--- src/rtl/bomber_pkg.sv ---
// Shared constants and types for the bomber video game: screen geometry,
// facing direction, sprite indices and the player-controller state encoding.
package bomber_pkg;

  localparam int HACTIVE     = 800;
  localparam int VACTIVE     = 600;
  localparam int SPRITE_SIZE = 32;

  typedef enum logic [1:0] {
    DOWN  = 2'd0,
    UP    = 2'd1,
    LEFT  = 2'd2,
    RIGHT = 2'd3
  } dir_t;

  typedef enum logic {
    IDLE   = 1'b0,
    MOVING = 1'b1
  } pctrl_state_t;

  localparam logic [2:0] SPR_STAND_DOWN  = 3'd0;
  localparam logic [2:0] SPR_STAND_UP    = 3'd1;
  localparam logic [2:0] SPR_STAND_LEFT  = 3'd2;
  localparam logic [2:0] SPR_STAND_RIGHT = 3'd3;
  localparam logic [2:0] SPR_STEP_VERT   = 3'd4;
  localparam logic [2:0] SPR_STEP_LEFT   = 3'd5;
  localparam logic [2:0] SPR_STEP_RIGHT  = 3'd6;

  // Up and down share one step sprite, so index 7 is never produced.
  function automatic logic [2:0] sprite_of(input dir_t d, input logic step);
    logic [2:0] s;
    case (d)
      UP:      s = step ? SPR_STEP_VERT  : SPR_STAND_UP;
      LEFT:    s = step ? SPR_STEP_LEFT  : SPR_STAND_LEFT;
      RIGHT:   s = step ? SPR_STEP_RIGHT : SPR_STAND_RIGHT;
      default: s = step ? SPR_STEP_VERT  : SPR_STAND_DOWN;
    endcase
    return s;
  endfunction

  // One extra bit of headroom so a step past either edge clamps instead of wrapping.
  function automatic logic signed [10:0] step_clamp(
    input logic signed [10:0] pos,
    input logic signed [11:0] delta,
    input logic signed [11:0] lo,
    input logic signed [11:0] hi
  );
    logic signed [11:0] n;
    n = {pos[10], pos} + delta;
    if (n < lo)      n = lo;
    else if (n > hi) n = hi;
    return n[10:0];
  endfunction

endpackage

--- src/rtl/player1_ctrl_btn_sync.sv ---
// Two-flop synchronizer for a vector of independent asynchronous inputs.
module btn_sync #(
  parameter int WIDTH = 4
) (
  input  logic             clk,
  input  logic             reset_n,
  input  logic [WIDTH-1:0] i_async,
  output logic [WIDTH-1:0] o_sync
);

  logic [WIDTH-1:0] r_meta;
  logic [WIDTH-1:0] r_sync;

  always_ff @(posedge clk or negedge reset_n) begin
    if (!reset_n) begin
      r_meta <= '0;
      r_sync <= '0;
    end else begin
      r_meta <= i_async;
      r_sync <= r_meta;
    end
  end

  assign o_sync = r_sync;

endmodule

--- src/rtl/player1_ctrl.sv ---
// Player-1 position, facing and walk-animation generator. All outputs update
// only on frame_tick so the sprite renderer never sees a mid-frame change.
module player1_ctrl
  import bomber_pkg::*;
#(
  parameter int STEP     = 2,
  parameter int X_MIN    = 0,
  parameter int X_MAX    = HACTIVE - SPRITE_SIZE,
  parameter int Y_MIN    = 0,
  parameter int Y_MAX    = VACTIVE - SPRITE_SIZE,
  parameter int X_INIT   = 0,
  parameter int Y_INIT   = 0,
  parameter int ANIM_DIV = 8
) (
  input  logic                clk,
  input  logic                reset_n,
  input  logic                frame_tick,
  input  logic                btn_up,
  input  logic                btn_down,
  input  logic                btn_left,
  input  logic                btn_right,
  input  logic                freeze,
  output logic signed [10:0]  centerX1,
  output logic signed [10:0]  centerY1,
  output logic [2:0]          sprite_num,
  output logic                moving,
  output pctrl_state_t        o_state
);

  localparam logic signed [11:0] L_STEP  = 12'(STEP);
  localparam logic signed [11:0] L_X_MIN = 12'(X_MIN);
  localparam logic signed [11:0] L_X_MAX = 12'(X_MAX);
  localparam logic signed [11:0] L_Y_MIN = 12'(Y_MIN);
  localparam logic signed [11:0] L_Y_MAX = 12'(Y_MAX);
  localparam logic [7:0]         L_ANIM_LAST = 8'(ANIM_DIV - 1);

  logic [3:0]         w_btn;
  logic               w_up, w_down, w_left, w_right;
  logic               w_req;
  dir_t               w_req_dir;
  logic signed [11:0] w_dx, w_dy;
  logic signed [10:0] w_new_x, w_new_y;
  logic               w_moved;
  logic               w_anim_wrap;
  logic               w_phase_nxt;

  pctrl_state_t       r_state;
  dir_t               r_dir;
  logic               r_phase;
  logic [7:0]         r_anim_cnt;

  btn_sync #(.WIDTH(4)) u_btn_sync (
    .clk     (clk),
    .reset_n (reset_n),
    .i_async ({btn_up, btn_down, btn_left, btn_right}),
    .o_sync  (w_btn)
  );

  // Opposite buttons cancel before priority is applied.
  assign w_up    = w_btn[3] & ~w_btn[2];
  assign w_down  = w_btn[2] & ~w_btn[3];
  assign w_left  = w_btn[1] & ~w_btn[0];
  assign w_right = w_btn[0] & ~w_btn[1];

  always_comb begin
    w_req     = 1'b1;
    w_req_dir = DOWN;
    if (w_up)         w_req_dir = UP;
    else if (w_down)  w_req_dir = DOWN;
    else if (w_left)  w_req_dir = LEFT;
    else if (w_right) w_req_dir = RIGHT;
    else              w_req     = 1'b0;
  end

  always_comb begin
    w_dx = '0;
    w_dy = '0;
    case (w_req_dir)
      UP:      w_dy = -L_STEP;
      DOWN:    w_dy = L_STEP;
      LEFT:    w_dx = -L_STEP;
      default: w_dx = L_STEP;
    endcase
  end

  assign w_new_x     = step_clamp(centerX1, w_dx, L_X_MIN, L_X_MAX);
  assign w_new_y     = step_clamp(centerY1, w_dy, L_Y_MIN, L_Y_MAX);
  assign w_moved     = (w_new_x != centerX1) || (w_new_y != centerY1);
  assign w_anim_wrap = (r_anim_cnt == L_ANIM_LAST);
  assign w_phase_nxt = r_phase ^ w_anim_wrap;

  // IDLE and MOVING share transitions: a live request moves, otherwise IDLE.
  // Freeze keeps the animation phase so walking resumes where it stopped.
  always_ff @(posedge clk or negedge reset_n) begin
    if (!reset_n) begin
      r_state    <= IDLE;
      r_dir      <= DOWN;
      r_phase    <= 1'b0;
      r_anim_cnt <= '0;
      centerX1   <= 11'(X_INIT);
      centerY1   <= 11'(Y_INIT);
      sprite_num <= SPR_STAND_DOWN;
      moving     <= 1'b0;
    end else if (frame_tick) begin
      if (w_req && !freeze) begin
        r_state    <= MOVING;
        r_dir      <= w_req_dir;
        centerX1   <= w_new_x;
        centerY1   <= w_new_y;
        moving     <= w_moved;
        r_anim_cnt <= w_anim_wrap ? '0 : r_anim_cnt + 8'd1;
        r_phase    <= w_phase_nxt;
        sprite_num <= sprite_of(w_req_dir, w_phase_nxt);
      end else begin
        r_state    <= IDLE;
        moving     <= 1'b0;
        sprite_num <= sprite_of(r_dir, 1'b0);
        if (!w_req) begin
          r_phase    <= 1'b0;
          r_anim_cnt <= '0;
        end
      end
    end
  end

  assign o_state = r_state;

endmodule

--- config.mk ---
export PLATFORM = sky130hd
export DESIGN_NAME = player1_ctrl
export DESIGN_NICKNAME = d
export VERILOG_FILES = /design/src/rtl/bomber_pkg.sv /design/src/rtl/player1_ctrl_btn_sync.sv /design/src/rtl/player1_ctrl.sv
export SDC_FILE = /design/constraint.sdc
export NUM_CORES = 1
export LEC_CHECK = 0
export CAP_MARGIN = 10
export CORE_MARGIN = 5
export CORE_UTILIZATION = 45
export DETAILED_ROUTE_END_ITERATION = 10
export PLACE_DENSITY = 0.66
export SETUP_SLACK_MARGIN = 0.3
export SLEW_MARGIN = 20
export SYNTH_ARGS = -nofsm -noshare
export SYNTH_HDL_FRONTEND = slang
export SYNTH_SLANG_ARGS = --single-unit
--- constraint.sdc ---
create_clock -name clk -period 5.2 [get_ports clk]
set_input_delay 0.78 -clock clk [delete_from_list [all_inputs] [get_ports clk]]
set_output_delay 0.78 -clock clk [all_outputs]
set_load 0.02 [all_outputs]
# Yosys cells after proc, flatten, opt, wreduce, memory -nomap -nowiden
# Index checks and enable logic that the tools add are counted.
[op_classes]
bitwise_logic = 9
reduce_logical = 7
n_eq_ne = 10
order_cmp = 4
n_addsub = 3
n_mux = 28
[ops]
columns = ["op", "n"]
rows = [
  ["$pmux 12 s2", 2],
  ["$mux 11", 4],
  ["$add 12x12->12", 2],
  ["$gt 12x11->1 const B", 2],
  ["$lt 12x1->1 const B", 2],
  ["$mux 8", 3],
  ["$ne 11x11->1", 2],
  ["$mux 3", 5],
  ["$pmux 3 s3", 1],
  ["$add 8x1->8 const B", 1],
  ["$eq 2x2->1 const B", 4],
  ["$eq 8x3->1 const B", 1],
  ["$mux 1", 8],
  ["$mux 2", 4],
  ["$pmux 2 s3", 1],
  ["$and 1x1->1", 4],
  ["$eq 2x1->1 const B", 2],
  ["$not 1->1", 4],
  ["$reduce_and 2->1", 2],
  ["$logic_not 2->1", 1],
  ["$ne 2x1->1 const B", 1],
  ["$reduce_or 2->1", 1],
  ["$logic_and 1x1->1", 1],
  ["$logic_not 1->1", 1],
  ["other kinds (2)", 2],
]
[word_totals]
word_cells = 71
reg_bits = 46
out_inout_bits = 27
inputBits = 8

# Depth between registers and ports, before layout
# Gate-level depths: netlist of the first run.
[depth]
word_depth = 16
ltp_mapped = 19
mapped_depth_nobuf = 16

# By module
# A second synthesis of the first run with hierarchy kept.
[hier_totals]
cells_unflattened = 414
area_unflattened_um2 = 3538.4
[by_module_without_submodules]
columns = ["module", "area_per_inst_um2", "n_inst", "seq_area_each_um2", "cells_each"]
rows = [
  ["player1_ctrl", 3338.2, 1, 950.9, 406],
  ["btn_sync", 200.2, 1, 200.2, 8],
]

# Worst setup path before layout of the first run
# OpenSTA, ideal clock, no wires.
[synth_timing]
path_kind = "flip-flop to flip-flop"
start = "register u_btn_sync.r_sync[2], in the netlist u_btn_sync.o_sync[2]"
end = "register moving"
setup_ns = 0.138
path_stages_with_launch = 17
period_less_slack_ns = 4.214
n_path_buf = 2
setup_slack_ns = 0.986
arrival_time_ns = 4.075
cell_sequence = "dfrtp_1 nand2b_1 buf_6 inv_2 buf_12 or3_1 ha_1 fa_1 nor4b_1 nor2b_1 o21a_2 nor3_2 a2111oi_4 o21bai_2 mux2i_1 a2111oi_1 a31oi_1"
[synth_via]
elab_chain_len = 13
[synth_rtl]
columns = ["element", "line", "text"]
rows = [
  ["start, declared", "player1_ctrl_btn_sync.sv:12", "logic [WIDTH-1:0] r_sync;"],
  ["start signal, assigned", "player1_ctrl_btn_sync.sv:20", "r_sync <= r_meta;"],
  ["$and 1x1->1 / $not 1->1 (equally long branches)", "player1_ctrl.sv:61, player1_ctrl.sv:60", ""],
  ["$mux 2 / $and 1x1->1 (equally long branches)", "player1_ctrl.sv:69, player1_ctrl.sv:60", ""],
  ["$mux 2", "player1_ctrl.sv:68", "if (w_up) w_req_dir = UP;"],
  ["$eq 2x1->1 / $logic_not 2->1 (equally long branches)", "player1_ctrl.sv:78", "case (w_req_dir)"],
  ["$reduce_or 2->1 (no line)", "--", ""],
  ["$pmux 12 s2", "player1_ctrl.sv:78", ""],
  ["$add 12x12->12", "bomber_pkg.sv:49", "n = {pos[10], pos} + delta;"],
  ["$gt 12x11->1", "bomber_pkg.sv:51", "else if (n > hi) n = hi;"],
  ["$mux 11", "bomber_pkg.sv:51", ""],
  ["$mux 11", "bomber_pkg.sv:50", "if (n < lo) n = lo;"],
  ["$ne 11x11->1", "player1_ctrl.sv:88", "assign w_moved = (w_new_x != centerX1) || (w_new_y != centerY1);"],
  ["$logic_or 1x1->1", "player1_ctrl.sv:88", ""],
  ["$mux 1 *", "player1_ctrl.sv:105", "if (w_req && !freeze) begin"],
  ["end signal, assigned", "player1_ctrl.sv:110", "moving <= w_moved;"],
  ["end, declared", "player1_ctrl.sv:26", "output logic moving,"],
]
# Mark *: on every way between the ends. The rest lies on a longest branch, timed or not.
# A chain may end at the register's enable or synchronous reset.

# Worst setup path in the final report of the first run
# Same ends and word-level chain as after synthesis.

==> flow_metrics.py, run 1 <==
metrics = {
    "run_status": {
        "status": "finished clean",
    },
    "cts": {
        "cts_tree": "yes",
        "cts_buffers": 5,
        "cts_max_path_buffers": 2,
        "cts_setup_buffers": 0,
        "clk-insertion-delay-late_ps": 300,
        "cts.sinks": 46,
        "cts_hold_buf": 0,
        "h-tree-depth": 2,
        "clk_pin_slew_worst_paths_ps": 90,
        "cts_root_buf": "clkbuf_8",
    },
    "cells_and_area": {
        "diodes": 0,
        "nFillCells": 727,
        "nets": 464,
        "drive_above_1_share": 0.0955,
        "syn_to_final_growth_pct": 12.5,
        "stdcell_area_um2": 4020,
    },
    "sta": {
        "finalCriticalPeriod_ps": 4510,
        "max_freq_ghz": 0.222,
        "rsz0062_at_grt": "false",
        "max_slew.worst_pin.slew_ps": 885,
        "setup_viol": 0,
        "fin_worst_skew_ps": 5.10,
        "finalHoldViolCount": 0,
        "slew_viol_final": 0,
        "slew_headroom": 0.406,
        "holdWs_ps": 357,
        "fin_crit_sh": 0.867,
        "fin_tns_setup_ps": 0,
    },
    "hold_path": {
        "min_path_cells": 0,
        "hold_class": "flop to flop",
        "worstHoldStart": "u_btn_sync.r_meta[0]",
    },
    "pwr": {
        "vdd_drop_max_v": 0.000296,
        "p_int_w": 0.00108,
        "p_seq_frac": 0.288,
        "switchingPower_w": 0.000979,
        "leakage_nw": 1.65,
        "power.density_nw_per_um2": 512,
        "comb_power_share": 0.577,
        "switching_share": 0.475,
        "clkPwrFrac": 0.134,
    },
    "drt": {
        "ant_nets": 0,
        "drt_wl_total_mm": 9.26,
        "vias": 3249,
        "drtPass1Iterations": 4,
        "drc": 0,
        "viasPerCell": 5.99,
        "routedWlPerCell_um": 17.1,
        "drt-initial-drc-count": 193,
    },
    "placement": {
        "gp_congestion": 0.918,
        "placed_area_um2": 3900,
        "dp_hpwl_mm": 6.71,
        "port_buffers": 34,
    },
    "grt": {
        "grt_pass1_vias": 3070,
        "grt_pass1_wl_mm": 15.2,
        "overflow": 0,
        "track_usage": 0.188,
        "grt_max_degree": 47,
        "antenna_found_initial": 0,
    },
    "logic_synthesis": {
        "syn_avg_cell_area_um2": 8.66,
        "synth_cells": 413,
        "synth_edf_count": 0,
        "ys_async_sr_fraction": 1.00,
        "yosysWarnings": 0,
        "syn-num-nets": 438,
        "yosysUniqueCellTypes": 80,
        "synth_top_cells_by_area": "dfrtp_1 32%, ha_1 5.2%, nand2_1 5.1%",
        "yosys_register_bits": 46,
        "yosysTopAreaCellShare": 0.322,
        "syn_area_um2": 3580,
        "yosysSeqAreaShare": 0.322,
        "synth_top_area_cell": "dfrtp_1",
        "ys.flop_type": "dfrtp_1",
    },
    "worst_setup_path": {
        "cp_cell_sequence": "nand2b_2, inv_2, or3_1, inv_1, nand2_1, inv_1, ha_1, a211oi_1, or4b_1, a211oi_1, o21ai_1, a31o_1, a211oi_1, o21ai_0, a2111oi_1, a31oi_1",
        "crit_buf_inv": 3,
        "cp.depth": 16,
        "reg2regPathDepth": 16,
        "worstPathArrival_ps": 4680,
        "cpPeakStageDelay_ps": 540,
        "crit_slowest_cell": "or4b_1",
        "cp_max_fo": 9,
        "crit_top_cell": "a211oi_1",
        "critPathKind": "flop to flop",
        "r2r-start": "u_btn_sync.o_sync[2]",
        "startpoint": "u_btn_sync.o_sync[2]",
        "critPathCaptureType": "flop",
        "required_ps": 5380,
        "cp-start-kind": "flop",
        "crit_family": "compound AO/OA/AOI/OAI gates",
    },
    "floorplanning": {
        "die-area_um2": 9830,
        "initial_core_util": 0.463,
        "die_h_um": 99.2,
        "ios": 35,
        "std_cell_rows": 32,
        "die_w_um": 99.2,
        "fp.coreArea_um2": 7730,
    },
    "job": {
        "drv_cap": 0,
    },
}
[metal layers]
layer | share of wire | GRT usage | up-vias
met2 | 0.45 | 0.288 | 87
met3 | 0.044 | 0.0281 | 16
met4 | 0.019 | 0.0546 | 0
met5 | 0 | 0 | -
li1 | - | - | 1585
met1 | 0.49 | 0.274 | 1561
[area by class of cell]
class	instances	area [um^2]	share of cell area
multi-input cells	332	2210	0.550
clock buffers	5	68.8	0.0171
clock inverters	3	43.8	0.0109
well taps	102	128	0.0317
flip-flops and latches	46	1150	0.286
inverters	18	67.6	0.0168
repair buffers	36	350	0.0871
[cell families after synthesis]
kind of cell / after synthesis / share of synthesized area
buffers and inverters: 35 / 0.0619
flip-flops: 46 / 0.322
AND/OR/NAND/NOR: 155 / 0.219
AO/OA/AOI/OAI: 138 / 0.277
XOR/XNOR: 17 / 0.0416
adder cells (fa/ha/maj): 17 / 0.0637
multiplexers: 5 / 0.0150
[worst paths after layout]
path | end | slack, ps
worst min register to register | u_btn_sync.o_sync[0] | 360
worst max-delay path | moving | 690
max in group asynchronous | r_dir[0] | 4250
worst max register to register | moving | 690
worst min-delay path | u_btn_sync.o_sync[0] | 360
min in group asynchronous | centerX1[7] | 560
[flip-flops by register name, indices dropped and copies added, names as in the netlist]
register and cells:
centerX1 11, centerY1 11, moving 1, o_state 1, r_anim_cnt 8, r_dir 2, r_phase 1, sprite_num 3
u_btn_sync.o_sync 4, u_btn_sync.r_meta 4
[cell usage after synthesis (all sizes together) (3+ instances only)]
master,instances
a2111oi,4
a211oi,7
a21boi,4
a21oi,28
a31oi,11
and2,5
and3,3
buf,6
clkbuf,11
dfrtp,46
ha,15
inv,18
mux2,3
nand2,50
nand2b,7
nand3,7
nand4,4
nor2,35
nor2b,4
nor3,16
nor3b,3
nor4,6
o211ai,3
o21a,3
o21ai,33
o21bai,3
o22ai,7
o311a,3
o31ai,6
or2,3
or3,3
xnor2,13
xor2,4
[cells in the final DEF, fill, tap and decap left out, drive strengths merged, types with 3 or more instances in the layout]
| master | n |
|---|---|
| nor4 | 6 |
| clkbuf | 5 |
| buf | 3 |
| o22ai | 7 |
| nor2b | 4 |
| o21bai | 3 |
| a2111oi | 4 |
| o21ai | 33 |
| inv | 19 |
| and2 | 5 |
| o31ai | 6 |
| dfrtp | 46 |
| clkdlybuf4s50 | 33 |
| nand2 | 50 |
| nor3 | 16 |
| or3 | 3 |
| nor2 | 35 |
| and3 | 3 |
| o21a | 3 |
| mux2 | 3 |
| a21boi | 4 |
| nand2b | 7 |
| a31oi | 11 |
| a21oi | 28 |
| nand3 | 7 |
| o211ai | 3 |
| o311a | 3 |
| a211oi | 7 |
| ha | 15 |
| nand4 | 4 |
| xor2 | 4 |
| nor3b | 3 |
| or2 | 3 |
| xnor2 | 13 |
[stage by stage]
| stage | power (W) | setup slack [ps] | utilization | cells |
|---|---|---|---|---|
| after global routing | 0.00219 | 329 | 0.521 | 542 |
| after CTS | 0.00204 | 457 | 0.519 | 542 |
| after floorplan | 0.00144 | 986 | - | 413 |
| after global placement | 0.00175 | 603 | 0.505 | 534 |
| final | 0.00206 | 691 | 0.521 | 542 |
| after detailed placement | 0.00176 | 471 | 0.505 | 534 |
[worst reg2reg max path: cells and delay by family (launching register included)]
| kind | cells | cell delay [ps] |
|---|---|---|
| buffers and inverters | 3 | 430 |
| adders and majority gates | 1 | 330 |
| and+or+nand+nor | 4 | 1340 |
| DFF | 1 | 450 |
| AOI/OAI and AO/OA | 8 | 1840 |
[power by group through the flow]
stage / Sequential [W] / Combinational [W] / Clock (W)
2_1_floorplan: 0.000597 / 0.000841 / 0
3_3_place_gp: 0.000592 / 0.00116 / 0
3_5_place_dp: 0.000593 / 0.00116 / 0
4_1_cts: 0.000587 / 0.00117 / 0.000282
5_1_grt: 0.000608 / 0.00129 / 0.000293
6_report: 0.000594 / 0.00119 / 0.000277
[what timing repair did]
item / 4_1_cts / 5_1_grt
endpoints found under the hold margin: 0 / 0
endpoints found under the setup margin: 0 / 4
gates resized for setup: 0 / 2
No activity file was read; power rests on OpenSTA's default activity.
==> inputs of run 2 (changes only) <==
--- a/config.mk
+++ b/config.mk
@@ -5,10 +5,13 @@
 export SDC_FILE = /design/constraint.sdc
 export NUM_CORES = 1
 export LEC_CHECK = 0
+export ABC_CLOCK_PERIOD_IN_PS = 5200
 export CAP_MARGIN = 10
 export CORE_MARGIN = 5
 export CORE_UTILIZATION = 45
+export CTS_BUF_LIST = sky130_fd_sc_hd__clkbuf_16
 export DETAILED_ROUTE_END_ITERATION = 10
+export HOLD_SLACK_MARGIN = 0.15
 export PLACE_DENSITY = 0.66
 export SETUP_SLACK_MARGIN = 0.3
 export SLEW_MARGIN = 20
==> flow_metrics.py, run 2 (same netlist as run 1, synthesis figures left out) <==
metrics = {
    "pwr": {
        "p_seq_frac": 0.277,
        "power_w": 0.00214,
        "p_int_w": 0.00116,
        "leakage_nw": 1.67,
        "power.density_nw_per_um2": 526,
        "clkPwrFrac": 0.171,
        "switchingPower_w": 0.000980,
        "comb_power_share": 0.553,
        "vdd_drop_max_v": 0.000263,
        "switching_share": 0.457,
    },
    "drt": {
        "vias": 3247,
        "drc": 0,
        "drtPass1Iterations": 4,
        "drt_wl_total_mm": 9.23,
        "drt-initial-drc-count": 202,
        "routedWlPerCell_um": 17.0,
        "viasPerCell": 5.99,
        "ant_nets": 0,
    },
    "cells_and_area": {
        "layout_common_cells": "49 x nand2_1, 46 x dfrtp_1, 35 x nor2_1, 33 x clkdlybuf4s50_1, 29 x o21ai_0",
        "diodes": 0,
        "final_common_cell": "nand2_1",
        "drive_above_1_share": 0.0955,
        "utilization": 0.528,
        "top_regs": "centerX1 x11, centerY1 x11, r_anim_cnt x8",
        "finalNonFillerCells": 542,
        "nFillCells": 715,
        "nets": 464,
        "syn_to_final_growth_pct": 14.0,
    },
    "sta": {
        "setup_viol": 0,
        "max_slew.worst_pin.slew_ps": 886,
        "slew_headroom": 0.405,
        "setup_ws_ps": 748,
        "fin_crit_sh": 0.856,
        "finalCriticalPeriod_ps": 4450,
        "fin_tns_setup_ps": 0,
        "rsz0062_at_grt": "false",
        "finalHoldViolCount": 0,
        "fin_worst_skew_ps": 3.36,
        "slew_viol_final": 0,
        "max_freq_ghz": 0.225,
    },
    "floorplanning": {
        "die_w_um": 99.2,
        "die-area_um2": 9830,
        "ios": 35,
        "die_h_um": 99.2,
        "fp.coreArea_um2": 7730,
        "std_cell_rows": 32,
        "initial_core_util": 0.463,
    },
    "placement": {
        "dp_hpwl_mm": 6.71,
        "dp_cells": 534,
        "gp_congestion": 0.918,
        "port_buffers": 34,
        "place_ws_ps": 471,
    },
    "cts": {
        "cts_root_buf": "clkbuf_16",
        "clk-insertion-delay-late_ps": 290,
        "cts_buffers": 5,
        "h-tree-depth": 2,
        "cts_tree": "yes",
        "cts_max_path_buffers": 2,
        "cts_hold_buf": 0,
        "cts.sinks": 46,
        "clk_pin_slew_worst_paths_ps": 70,
    },
    "grt": {
        "grt_pass1_vias": 3041,
        "grt_max_degree": 47,
        "grt_pass1_wl_mm": 15.2,
        "overflow": 0,
        "antenna_found_initial": 0,
        "track_usage": 0.189,
    },
    "worst_setup_path": {
        "critPathKind": "flop to flop",
        "required_ps": 5360,
        "worstPathArrival_ps": 4610,
        "cp_max_fo": 9,
        "critPathCaptureType": "flop",
        "cp-start-kind": "flop",
    },
    "job": {
        "drv_cap": 0,
    },
    "hold_path": {
        "hold_class": "flop to flop",
    },
    "run_status": {
        "status": "finished clean",
    },
}
run 2: cell counts in the layout (fill, tap and decap cells not counted):
Identical to the previous run, type by type.
run 2: final timing paths:
check | startpoint | to | slack [ps] | depth (start not counted)
setup / recovery | u_btn_sync.o_sync[2] | moving | 750 | 14
hold / removal | u_btn_sync.r_meta[0] | u_btn_sync.o_sync[0] | 350 | 0
setup reg to reg | u_btn_sync.o_sync[2] | moving | 750 | 14
hold reg to reg | u_btn_sync.r_meta[0] | u_btn_sync.o_sync[0] | 350 | 0
max in group asynchronous | reset_n | r_anim_cnt[6] | 4220 | 2
min in group asynchronous | reset_n | centerX1[7] | 580 | 2
run 2: layer usage:
layer / vias to the layer above / track usage / wire length, um
met2: 99 / 0.288 / 4150
met5: - / 0 / 0
met1: 1549 / 0.275 / 4400
li1: 1585 / - / -
met4: 0 / 0.0609 / 174
met3: 14 / 0.0281 / 501
run 2: critical path: stages (launching register included):
cell and delay (ps):
dfrtp_1 440, nand2b_2 290, inv_2 50, or3_1 420, ha_1 250, fa_1 500, nor4b_2 370, nor2b_1 220
o21a_2 150, nor3_2 50, a2111oi_4 650, o21bai_2 220, mux2i_1 210, a2111oi_1 370, a31oi_1 130
run 2: repair_timing:
action / 4_1_cts / 5_1_grt
buffers inserted: 0 / 0
setup endpoints to repair: 0 / 4
resized for setup: 0 / 2
run 2: power by group through the flow:
stage                     combinational (W)  sequential (W)  clock (W)
after floorplan                    0.000841        0.000597          0
after global routing                0.00129        0.000608   0.000392
after global placement              0.00116        0.000592          0
after detailed placement            0.00116        0.000593          0
after CTS                           0.00117        0.000587   0.000380
final                               0.00118        0.000593   0.000366
run 2: final cells by class:
cell class | count | area [um^2] | area share
Sequential cell | 46 | 1150 | 0.282
Multi-Input combinational cell | 332 | 2210 | 0.543
Inverter | 18 | 67.6 | 0.0166
Clock inverter | 3 | 43.8 | 0.0107
Timing Repair Buffer | 36 | 350 | 0.0859
Tap cell | 102 | 128 | 0.0313
Clock buffer | 5 | 125 | 0.0307
run 2: metrics by stage:
stage	hold WS, ps	cell area [um^2]
6_report	350	4080
5_1_grt	357	4080
4_1_cts	350	4070
3_5_place_dp	335	3900
3_3_place_gp	335	3900
2_1_floorplan	331	3580
==> inputs of run 3 (changes only) <==
--- a/config.mk
+++ b/config.mk
@@ -14,7 +14,7 @@
 export HOLD_SLACK_MARGIN = 0.15
 export PLACE_DENSITY = 0.66
 export SETUP_SLACK_MARGIN = 0.3
-export SLEW_MARGIN = 20
 export SYNTH_ARGS = -nofsm -noshare
 export SYNTH_HDL_FRONTEND = slang
 export SYNTH_SLANG_ARGS = --single-unit
+export TNS_END_PERCENT = 20
==> results of run 3 <==
Final layout, timing and power as in run 2 (identical DEF).
